===== src/rtl/bcd_updown_counter_7seg_if.sv =====
// ---------------------------------------------------------------------------
// bcd_updown_counter_7seg_if
// Bundles the control, load and display signals of the BCD up/down counter.
//   EN, UP, LOAD, LOAD_VAL      : count enable, direction, sync load, value
//   LED_type_ctl, BLANK_ctl     : segment polarity, leading-zero blanking
//   COUNT, LED, WRAP, LOAD_ERR  : counter value, segments, event pulses
// master = the side that drives the controls (board logic / testbench)
// slave  = the counter itself
// ---------------------------------------------------------------------------
interface bcd_updown_counter_7seg_if #(
    parameter int DIGITS = 4
);
    logic                  EN;
    logic                  UP;
    logic                  LOAD;
    logic [4*DIGITS-1:0]   LOAD_VAL;
    logic                  LED_type_ctl;
    logic                  BLANK_ctl;
    logic [4*DIGITS-1:0]   COUNT;
    logic [7*DIGITS-1:0]   LED;
    logic                  WRAP;
    logic                  LOAD_ERR;

    modport master (
        output EN, UP, LOAD, LOAD_VAL, LED_type_ctl, BLANK_ctl,
        input  COUNT, LED, WRAP, LOAD_ERR
    );

    modport slave (
        input  EN, UP, LOAD, LOAD_VAL, LED_type_ctl, BLANK_ctl,
        output COUNT, LED, WRAP, LOAD_ERR
    );
endinterface


===== src/rtl/bcd_updown_counter_7seg.sv =====
// ---------------------------------------------------------------------------
// bcd_updown_counter_7seg
// N-digit BCD up/down counter with synchronous load, wrap flag, leading-zero
// blanking and selectable segment polarity.
//   CLK  : rising-edge clock
//   RST  : asynchronous active-high reset
//   bus  : slave side of bcd_updown_counter_7seg_if (controls in, COUNT /
//          LED / WRAP / LOAD_ERR out). COUNT, WRAP and LOAD_ERR are
//          registered; LED is decoded combinationally from COUNT.
// ---------------------------------------------------------------------------
module bcd_updown_counter_7seg #(
    parameter int DIGITS = 4
) (
    input  logic                      CLK,
    input  logic                      RST,
    bcd_updown_counter_7seg_if.slave  bus
);

    logic [4*DIGITS-1:0] count_q, count_d;
    logic                wrap_q, wrap_d;
    logic                load_err_q, load_err_d;
    logic                carry_s;
    logic [3:0]          step_dig_s;
    logic [3:0]          disp_dig_s;
    logic                upper_zero_s;
    logic [6:0]          seg_s;
    logic [7*DIGITS-1:0] led_s;

    // Active-high abcdefg pattern for one BCD digit; non-BCD codes go dark.
    function automatic logic [6:0] seg_decode(input logic [3:0] dig);
        logic [6:0] seg;
        case (dig)
            4'd0:    seg = 7'b1111110;
            4'd1:    seg = 7'b0110000;
            4'd2:    seg = 7'b1101101;
            4'd3:    seg = 7'b1111001;
            4'd4:    seg = 7'b0110011;
            4'd5:    seg = 7'b1011011;
            4'd6:    seg = 7'b1011111;
            4'd7:    seg = 7'b1110000;
            4'd8:    seg = 7'b1111111;
            4'd9:    seg = 7'b1111011;
            default: seg = 7'b0000000;
        endcase
        return seg;
    endfunction

    // Next-state: load (with non-BCD scrub) beats ripple step beats hold.
    always_comb begin
        count_d    = count_q;
        wrap_d     = 1'b0;
        load_err_d = 1'b0;
        carry_s    = 1'b0;
        step_dig_s = 4'd0;
        if (bus.LOAD) begin
            for (int i = 0; i < DIGITS; i++) begin
                if (bus.LOAD_VAL[4*i +: 4] > 4'd9) begin
                    count_d[4*i +: 4] = 4'd0;
                    load_err_d        = 1'b1;
                end else begin
                    count_d[4*i +: 4] = bus.LOAD_VAL[4*i +: 4];
                end
            end
        end else if (bus.EN) begin
            // carry_s doubles as borrow when counting down; it survives
            // the last digit only when every digit rolled over.
            carry_s = 1'b1;
            for (int i = 0; i < DIGITS; i++) begin
                step_dig_s = count_q[4*i +: 4];
                if (!carry_s) begin
                    count_d[4*i +: 4] = step_dig_s;
                end else if (bus.UP) begin
                    if (step_dig_s >= 4'd9) begin
                        count_d[4*i +: 4] = 4'd0;
                    end else begin
                        count_d[4*i +: 4] = step_dig_s + 4'd1;
                        carry_s           = 1'b0;
                    end
                end else begin
                    if (step_dig_s == 4'd0) begin
                        count_d[4*i +: 4] = 4'd9;
                    end else begin
                        count_d[4*i +: 4] = step_dig_s - 4'd1;
                        carry_s           = 1'b0;
                    end
                end
            end
            wrap_d = carry_s;
        end else begin
            count_d = count_q;
        end
    end

    // State registers; RST clears them without waiting for CLK.
    always_ff @(posedge CLK or posedge RST) begin
        if (RST) begin
            count_q    <= {(4*DIGITS){1'b0}};
            wrap_q     <= 1'b0;
            load_err_q <= 1'b0;
        end else begin
            count_q    <= count_d;
            wrap_q     <= wrap_d;
            load_err_q <= load_err_d;
        end
    end

    // Segment decode, top-down leading-zero blanking, then polarity.
    always_comb begin
        led_s        = {(7*DIGITS){1'b0}};
        upper_zero_s = 1'b1;
        disp_dig_s   = 4'd0;
        seg_s        = 7'b0000000;
        for (int i = DIGITS - 1; i >= 0; i--) begin
            disp_dig_s   = count_q[4*i +: 4];
            upper_zero_s = upper_zero_s && (disp_dig_s == 4'd0);
            if (bus.BLANK_ctl && upper_zero_s && (i > 32'sd0)) begin
                seg_s = 7'b0000000;
            end else begin
                seg_s = seg_decode(disp_dig_s);
            end
            if (bus.LED_type_ctl) begin
                led_s[7*i +: 7] = ~seg_s;
            end else begin
                led_s[7*i +: 7] = seg_s;
            end
        end
    end

    assign bus.COUNT    = count_q;
    assign bus.WRAP     = wrap_q;
    assign bus.LOAD_ERR = load_err_q;
    assign bus.LED      = led_s;

endmodule


===== src/flat_wrapper.sv =====
// flat-port wrapper written by rule: the top's interface ports become plain ports
module bcd_updown_counter_7seg_flat 
#(
    parameter int DIGITS = 4
)
  (CLK, RST, bus_EN, bus_UP, bus_LOAD, bus_LOAD_VAL, bus_LED_type_ctl, bus_BLANK_ctl, bus_COUNT, bus_LED, bus_WRAP, bus_LOAD_ERR);
  bcd_updown_counter_7seg_if #(.DIGITS(DIGITS)) bus_i ();
  input  logic CLK;
  input  logic RST;
  input wire logic [$bits(bus_i.EN)-1:0] bus_EN;
  input wire logic [$bits(bus_i.UP)-1:0] bus_UP;
  input wire logic [$bits(bus_i.LOAD)-1:0] bus_LOAD;
  input wire logic [$bits(bus_i.LOAD_VAL)-1:0] bus_LOAD_VAL;
  input wire logic [$bits(bus_i.LED_type_ctl)-1:0] bus_LED_type_ctl;
  input wire logic [$bits(bus_i.BLANK_ctl)-1:0] bus_BLANK_ctl;
  output wire logic [$bits(bus_i.COUNT)-1:0] bus_COUNT;
  output wire logic [$bits(bus_i.LED)-1:0] bus_LED;
  output wire logic [$bits(bus_i.WRAP)-1:0] bus_WRAP;
  output wire logic [$bits(bus_i.LOAD_ERR)-1:0] bus_LOAD_ERR;
  assign bus_i.EN = bus_EN;
  assign bus_i.UP = bus_UP;
  assign bus_i.LOAD = bus_LOAD;
  assign bus_i.LOAD_VAL = bus_LOAD_VAL;
  assign bus_i.LED_type_ctl = bus_LED_type_ctl;
  assign bus_i.BLANK_ctl = bus_BLANK_ctl;
  assign bus_COUNT = bus_i.COUNT;
  assign bus_LED = bus_i.LED;
  assign bus_WRAP = bus_i.WRAP;
  assign bus_LOAD_ERR = bus_i.LOAD_ERR;
  bcd_updown_counter_7seg #(.DIGITS(DIGITS)) u_core (.CLK(CLK), .RST(RST), .bus(bus_i));
endmodule

===== config.mk =====
export PLATFORM = sky130hd
export DESIGN_NAME = bcd_updown_counter_7seg_flat
export DESIGN_NICKNAME = d
export VERILOG_FILES = /design/src/rtl/bcd_updown_counter_7seg_if.sv /design/src/rtl/bcd_updown_counter_7seg.sv /design/src/flat_wrapper.sv
export SDC_FILE = /design/constraint.sdc
export NUM_CORES = 1
export LEC_CHECK = 0
export CAP_MARGIN = 10
export CORE_ASPECT_RATIO = 1.5
export CORE_MARGIN = 2
export CORE_UTILIZATION = 54
export DETAILED_ROUTE_END_ITERATION = 10
export PLACE_DENSITY = 0.91
export SYNTH_ARGS = -nofsm -noshare
export SYNTH_HDL_FRONTEND = slang
export SYNTH_SLANG_ARGS = --single-unit

===== constraint.sdc =====
create_clock -name CLK -period 5.25 [get_ports CLK]
set_clock_uncertainty 0.05 [all_clocks]
set_input_delay 0.525 -clock CLK [delete_from_list [all_inputs] [get_ports CLK]]
set_output_delay 0.525 -clock CLK [all_outputs]
set_load 0.1 [all_outputs]

==> results of run 1 <==
power groups by stage:
stage | Clock [mW] | Combinational [mW] | Sequential, mW
after floorplan | 0 | 0.689 | 0.274
after global routing | 0.123 | 1.02 | 0.201
after detailed placement | 0 | 0.971 | 0.198
after global placement | 0 | 0.961 | 0.196
after CTS | 0.116 | 0.974 | 0.196
final | 0.117 | 0.972 | 0.197
how the worst max path moves through the flow:
stage                               startpoint           to  slack (ns)  cells after the start
after floorplan           u_core.bus.COUNT[12]  bus_LED[14]        0.80                      7
after global placement           bus_BLANK_ctl  bus_LED[13]        1.39                      7
after detailed placement         bus_BLANK_ctl  bus_LED[13]        1.33                      7
after CTS                 u_core.bus.COUNT[12]  bus_LED[13]        1.04                      8
after global routing      u_core.bus.COUNT[12]  bus_LED[10]        0.76                      8
final                     u_core.bus.COUNT[13]  bus_LED[13]        1.04                      8
sequential cells by signal (all words and copies together) (netlist names):
register	flops
u_core.bus.LOAD_ERR	1
u_core.bus.COUNT	16
u_core.bus.WRAP	1
stage by stage:
step                setup WS, ns   util  area (um2)
floorplan                  0.801      -        2620
global placement            1.39  0.693        3310
detailed placement          1.33  0.693        3310
CTS                         1.04  0.704        3360
global route               0.762  0.704        3360
finish                      1.04  0.704        3360
metal layers:
layer  routed length, um  part of all wire  global-route usage
met5                   0                 0                   0
met4                  80             0.012              0.0791
met3                 286             0.043              0.0449
met2                3650              0.55               0.449
met1                2680              0.40               0.286
synthesized netlist by cell type, types with 3 or more instances:
cell / n / share of area
and3_1: 4 / 0.0095
o22ai_1: 5 / 0.012
xor2_1: 17 / 0.057
nand2b_1: 5 / 0.012
nand3_1: 9 / 0.017
mux2i_1: 7 / 0.027
inv_1: 22 / 0.032
a31oi_1: 5 / 0.012
xnor2_1: 11 / 0.037
o21ai_0: 38 / 0.073
ha_1: 27 / 0.13
nand2_1: 18 / 0.026
o21bai_1: 4 / 0.011
dfrtp_1: 18 / 0.17
a21oi_1: 36 / 0.069
buf_1: 4 / 0.0057
nand4_1: 3 / 0.0072
a32oi_1: 3 / 0.010
a211oi_1: 4 / 0.011
clkbuf_1: 15 / 0.021
nand3b_1: 8 / 0.023
nor2_1: 28 / 0.040
o21a_1: 5 / 0.014
cells by family (layout without fill, tap and decap cells):
kind of cell,Yosys count,after routing,share of synthesized area
muxes,8,8,0.0325
AOI/OAI and AO/OA,124,124,0.299
buffers and inverters,45,96,0.0673
xor gates and xnor gates,28,28,0.0936
DFF,18,18,0.172
and+or+nand+nor,98,98,0.207
adders and majority gates,27,27,0.129
layout make-up:
cell class	count	share of cell area
flip-flops and latches	18	0.134
repair buffers	70	0.207
well taps	66	0.0246
multi-input cells	285	0.593
inverters	22	0.0246
clock buffers	4	0.0164
==> flow_summary.toml, run 1 <==
[power]
combPwrFrac = 0.756
power.total_mw = 1.29
switching_power_mw = 0.814
internal_power_mw = 0.472
static-leakage-power_nw = 1.38
max-vdd-ir-drop_mv = 0.218
switching_share = 0.633
power_frac_seq = 0.153
clock_power_share = 0.091
p_per_area_nw_per_um2 = 383

[critical_path]
crit_family = "buffers and inverters"
r2r_start = "u_core.bus.COUNT[0]"
crit_type = "reg2out"
critPathSlowestCell = "clkdlybuf4s50_1"
critPathCaptureType = "output port"
rr_endpoint = "u_core.bus.COUNT[13]"
cp_slowest_stage_delay_ns = 1.15
cp-start-kind = "register"
reg2regPathDepth = 7
worst_ep_required_time_ns = 4.68
ff2ff_setup_slack_ns = 2.70
path_cells = "inv_1 > ha_1 > and4bb_2 > nand3_1 > o22ai_1 > nor2_1 > xor2_1 > clkdlybuf4s50_1"
path_max_fanout = 10
crit_buf_inv = 2
worst_ep_arrival_time_ns = 3.64

[timing]
finalHoldWorstSlack_ns = 0.621
final.period_utilization = 0.802
worst_pin_slew_ns = 0.979
setup_viol = 0
relSlewSlack = 0.345
slew_violations = 0
hold_violations = 0
setup-tns-final_ns = 0
rsz0062_at_grt = "no"
fmax_ghz = 0.237
period_needed_ns = 4.21

[routing]
final_antenna_net_count = 0
via_per_inst = 5.82
first_iter_violations = 107
routed_wl_um = 6700
wire_per_inst_um = 14.4
drtPass1Iterations = 4
drc = 0
vias = 2707

[synthesis]
yosysWarningCount = 0
ys_async_sr_fraction = 1.00
synth.distinct_cells = 61
ys_seq_elements = 18
synth-main-ff-cell = "dfrtp_1"
avgSynthCellArea_um2 = 7.53
syn-num-nets = 398
netlist_instances = 348
ys_seq_area_frac = 0.172
synth_edf_count = 0
synthesis.area_um2 = 2620

[placed_design]
hpwl_um = 5000
place_inst = 461
portBuffers = 68
place_congestion = 0.923

[clock_tree]
postCtsSetupBuffers = 0
htreeDepth = 1
cts_tree = "yes"
clk_pin_slew_worst_paths_ns = 0.07
numClockSinks = 18
clock_path_buffers = 2
cts_resized = 0
cts_inserted_buffers = 3
clock_latency_ns = 0.26
holdBufCountCts = 0
root_buffer = "clkbuf_8"

[status]
outcome = "finished, final reports clean"

[floorplanning]
row_count = 31
start_util = 0.549
ioPinCount = 69
die_y_um = 89.3
core_um2 = 4770
die_area_um2 = 5440
die_x_um = 60.9

[run]
max_cap_violations = 0

[grt]
grt-ovfl-total = 0
grt_pass1_wl_um = 10600
grt_pass1_vias = 2453
grt_use_total = 0.248
antenna_found_initial = 0
grt_max_degree = 33

[final_layout]
multiInputGateArea_um2 = 1990
regArea_um2 = 450
final.fill_count = 380
layout_common_cells = "clkdlybuf4s50_1 (68), o21ai_0 (38), a21oi_1 (36)"
area_growth_pct = 28.2
final_cells = 465
drive_above_1_share = 0.0426
diodes = 0
nNetsFinal = 450
final_common_cell = "clkdlybuf4s50_1"

[min_path]
hold_class = "in2async"
(Power assumes the default switching activity.)
==> run 2: changes to the inputs <==
--- a/config.mk
+++ b/config.mk
@@ -8,9 +8,9 @@
 export CAP_MARGIN = 10
 export CORE_ASPECT_RATIO = 1.5
 export CORE_MARGIN = 2
-export CORE_UTILIZATION = 54
+export CORE_UTILIZATION = 45
 export DETAILED_ROUTE_END_ITERATION = 10
-export PLACE_DENSITY = 0.91
+export PLACE_DENSITY = 0.81
 export SYNTH_ARGS = -nofsm -noshare
 export SYNTH_HDL_FRONTEND = slang
 export SYNTH_SLANG_ARGS = --single-unit
==> constraint.sdc (replaced) <==
create_clock -name CLK -period 3.7 [get_ports CLK]
set_clock_uncertainty 0.05 [all_clocks]
set_input_delay 0.37 -clock CLK [delete_from_list [all_inputs] [get_ports CLK]]
set_output_delay 0.37 -clock CLK [all_outputs]
set_load 0.1 [all_outputs]
==> flow_summary.toml, run 2 (synthesized netlist as in run 1, its figures left out) <==
[placed_design]
hpwl_um = 5250
place_congestion = 0.868
place_inst = 472
portBuffers = 68
place_area_um2 = 3550
place_ws_ns = 0.695

[critical_path]
cp_slowest_stage_delay_ns = 0.50
crit_type = "reg2out"
cp-start-kind = "register"
critPathCaptureType = "output port"
critPathSlowestCell = "dfrtp_1"
ff2ff_setup_slack_ns = 1.11
worst_ep_required_time_ns = 3.28
rr_endpoint = "u_core.bus.COUNT[13]"
path_cells = "inv_1 > ha_1 > and4bb_2 > nand3_1 > o22ai_1 > a21oi_1 > xor2_4 > buf_4"
worst_ep_arrival_time_ns = 2.87
reg2regPathDepth = 7
path_max_fanout = 10
r2r_start = "u_core.bus.COUNT[4]"

[power]
clock_power_share = 0.088
combPwrFrac = 0.771
switching_power_mw = 1.19
p_per_area_nw_per_um2 = 523
power.total_mw = 1.89
static-leakage-power_nw = 1.53
switching_share = 0.631
power_frac_seq = 0.142
max-vdd-ir-drop_mv = 0.437
internal_power_mw = 0.696

[grt]
grt_use_total = 0.217
grt_use_met3 = 0.00927
antenna_found_initial = 0
met2_usage = 0.395
grt_pass1_wl_um = 11500
grt_use_met1 = 0.270
busiest_layer = "met2"
grt_pass1_vias = 2517
grt-ovfl-total = 0
grt_max_degree = 31

[final_layout]
final_common_cell = "clkdlybuf4s50_1"
finalInstanceArea_um2 = 3610
largest_reg_flops = 16
final_cells = 476
diodes = 0
drive_above_1_share = 0.183
area_growth_pct = 37.7
finish.utilization = 0.633
layout_common_cells = "clkdlybuf4s50_1 (39), o21ai_0 (38), a21oi_1 (36)"
nNetsFinal = 455

[floorplanning]
row_count = 34
die_y_um = 97.5
start_util = 0.460
ioPinCount = 69
core_um2 = 5700
die_x_um = 66.3
die_area_um2 = 6460

[timing]
slew_violations = 0
worst_pin_slew_ns = 1.00
setup_viol = 0
rsz0062_at_grt = "no"
period_needed_ns = 3.29
hold_violations = 0
postLayoutSetupSlackWorst_ns = 0.411
relSlewSlack = 0.329
final.period_utilization = 0.889
fmax_ghz = 0.304

[routing]
wire_per_inst_um = 14.4
drtPass1Iterations = 4
via_per_inst = 5.72
final_antenna_net_count = 0
routed_wl_um = 6850
vias = 2722
drc = 0
first_iter_violations = 123

[min_path]
hold_class = "in2async"

[run]
max_cap_violations = 0

[clock_tree]
clock_latency_ns = 0.26
htreeDepth = 1
root_buffer = "clkbuf_8"
numClockSinks = 18
clock_path_buffers = 2
cts_resized = 0
cts_tree = "yes"
cts_inserted_buffers = 3
clk_pin_slew_worst_paths_ns = 0.08
postCtsSetupBuffers = 0
holdBufCountCts = 0

[status]
outcome = "finished, final reports clean"
-- run 2: worst max-delay path, delay by kind of cell, from the launching register on --
family	cells	cell delay [ns]
AOI/OAI and AO/OA	2	0.62
xor gates and xnor gates	1	0.16
adders and majority gates	1	0.32
buffers and inverters	2	0.49
DFF	1	0.50
and+or+nand+nor	2	0.53
-- run 2: how the worst max path moves through the flow --
stage / start / end / slack, ns
final: u_core.bus.COUNT[13] / bus_LED[12] / 0.41
after global routing: u_core.bus.COUNT[12] / bus_LED[8] / 0.18
after CTS: u_core.bus.COUNT[12] / bus_LED[10] / 0.42
after detailed placement: u_core.bus.COUNT[12] / bus_LED[11] / 0.70
after global placement: u_core.bus.COUNT[12] / bus_LED[12] / 0.77
after floorplan: u_core.bus.COUNT[1] / bus_LED[6] / -0.02
-- run 2: per-layer routing --
metal | share of wire | wire length [um]
met1 | 0.41 | 2820
met2 | 0.55 | 3740
met3 | 0.028 | 192
met4 | 0.015 | 100
met5 | 0 | 0
-- run 2: power groups by stage --
stage / registers [mW] / logic (mW) / clock network, mW
5_1_grt: 0.276 / 1.52 / 0.175
3_3_place_gp: 0.270 / 1.45 / 0
6_report: 0.267 / 1.45 / 0.166
3_5_place_dp: 0.270 / 1.46 / 0
2_1_floorplan: 0.388 / 1.05 / 0
4_1_cts: 0.267 / 1.46 / 0.165
-- run 2: area by class of cell --
class / instances / area [um2]
clock buffer: 4 / 55.1
fill: 528 / 2090
inverter: 22 / 82.6
multi-input combinational: 285 / 2230
sequential: 18 / 450
tap: 72 / 90.1
timing repair buffer: 75 / 696
-- run 2: through the flow --
stage / hold WS, ns / TNS [ns]
finish: 0.485 / 0
global route: 0.573 / 0
CTS: 0.513 / 0
detailed placement: 0.677 / 0
global placement: 0.679 / 0
floorplan: 0.259 / -0.0648
==> run 3: changes to the inputs <==
--- a/config.mk
+++ b/config.mk
@@ -10,7 +10,9 @@
 export CORE_MARGIN = 2
 export CORE_UTILIZATION = 45
 export DETAILED_ROUTE_END_ITERATION = 10
+export MAX_ROUTING_LAYER = met4
 export PLACE_DENSITY = 0.81
+export SLEW_MARGIN = 5
 export SYNTH_ARGS = -nofsm -noshare
 export SYNTH_HDL_FRONTEND = slang
 export SYNTH_SLANG_ARGS = --single-unit
==> flow_summary.toml, run 3 (synthesized netlist as in run 1, its figures left out) <==
[status]
outcome = "finished, final reports clean"

[critical_path]
crit_type = "reg2out"
path_max_fanout = 8
rr_endpoint = "u_core.bus.COUNT[13]"
cp_slowest_stage_delay_ns = 0.48
worst_ep_required_time_ns = 3.28
path_cells = "inv_1 > ha_1 > and4bb_2 > nand3_1 > o22ai_1 > a21oi_1 > xor2_4 > buf_4"
critPathCaptureType = "output port"
reg2regPathDepth = 7
r2r_start = "u_core.bus.COUNT[4]"
critPathSlowestCell = "dfrtp_1"
worst_ep_arrival_time_ns = 2.88
ff2ff_setup_slack_ns = 1.21
cp-start-kind = "register"

[timing]
final.period_utilization = 0.891
period_needed_ns = 3.30
slew_violations = 0
rsz0062_at_grt = "no"
setup_viol = 0
fmax_ghz = 0.303
worst_pin_slew_ns = 0.994
postLayoutSetupSlackWorst_ns = 0.402
hold_violations = 0
relSlewSlack = 0.335

[floorplanning]
start_util = 0.460
die_y_um = 97.5
row_count = 34
die_area_um2 = 6460
die_x_um = 66.3
ioPinCount = 69
core_um2 = 5700

[grt]
grt_pass1_wl_um = 11600
grt_max_degree = 31
grt_use_total = 0.227
grt_pass1_vias = 2536
grt-ovfl-total = 0
antenna_found_initial = 0

[placed_design]
portBuffers = 68
hpwl_um = 5280
place_area_um2 = 3550
place_congestion = 0.892
place_ws_ns = 0.687

[routing]
via_per_inst = 5.78
first_iter_violations = 162
final_antenna_net_count = 0
wire_per_inst_um = 14.6
drc = 0
drtPass1Iterations = 4
routed_wl_um = 6960
vias = 2753

[power]
combPwrFrac = 0.770
switching_power_mw = 1.20
p_per_area_nw_per_um2 = 524
switching_share = 0.632
max-vdd-ir-drop_mv = 0.403
static-leakage-power_nw = 1.53
clock_power_share = 0.088
internal_power_mw = 0.696
power.total_mw = 1.89
power_frac_seq = 0.142

[clock_tree]
holdBufCountCts = 0
root_buffer = "clkbuf_8"
numClockSinks = 18
cts_inserted_buffers = 3
postCtsSetupBuffers = 0
cts_tree = "yes"
cts_resized = 0
htreeDepth = 1
clk_pin_slew_worst_paths_ns = 0.07
clock_path_buffers = 2
clock_latency_ns = 0.26

[final_layout]
drive_above_1_share = 0.183
nNetsFinal = 455
finish.utilization = 0.633
diodes = 0
layout_common_cells = "clkdlybuf4s50_1 (39), o21ai_0 (38), a21oi_1 (36)"
largest_reg_flops = 16
finalInstanceArea_um2 = 3610
area_growth_pct = 37.7
final_common_cell = "clkdlybuf4s50_1"

[run]
max_cap_violations = 0

[min_path]
hold_class = "in2async"
## run 3: power by group through the flow
stage	logic (mW)	registers (mW)	clock network (mW)
after detailed placement	1.46	0.271	0
after global placement	1.45	0.270	0
after global routing	1.53	0.275	0.177
final	1.46	0.268	0.167
after floorplan	1.05	0.388	0
after CTS	1.46	0.267	0.168
## run 3: metal layers
layer,up-vias,track usage,wire (um)
li1,1353,-,-
met2,81,0.385,3660
met4,0,0.0801,133
met5,-,-,0
met3,10,0.0139,249
met1,1309,0.282,2910
## run 3: critical path, delay by kind of cell, from the launching register on
kind / cells / cell delay (ns)
AOI/OAI and AO/OA: 2 / 0.62
xor gates and xnor gates: 1 / 0.16
and+or+nand+nor: 2 / 0.52
DFF: 1 / 0.48
adders and majority gates: 1 / 0.32
buffers and inverters: 2 / 0.52
## run 3: worst max-delay path by stage
stage	start	endpoint	cells past startpoint
6_report	u_core.bus.COUNT[12]	bus_LED[8]	8
5_1_grt	u_core.bus.COUNT[12]	bus_LED[8]	8
4_1_cts	u_core.bus.COUNT[12]	bus_LED[8]	8
3_5_place_dp	u_core.bus.COUNT[12]	bus_LED[8]	8
3_3_place_gp	u_core.bus.COUNT[12]	bus_LED[12]	8
2_1_floorplan	u_core.bus.COUNT[1]	bus_LED[6]	6
## run 3: layout make-up
class	instances	area, um2
Sequential cell	18	450
Timing Repair Buffer	75	696
Inverter	22	82.6
Multi-Input combinational cell	285	2230
Clock buffer	4	55.1
Fill cell	508	2090
Tap cell	72	90.1
## run 3: metrics by stage
stage                     cells  hold slack [ns]  TNS, ns
after detailed placement    472            0.689        0
after global placement      472            0.692        0
after global routing        476            0.545        0
after floorplan             348            0.259  -0.0648
final                       476            0.482        0
after CTS                   476            0.500        0
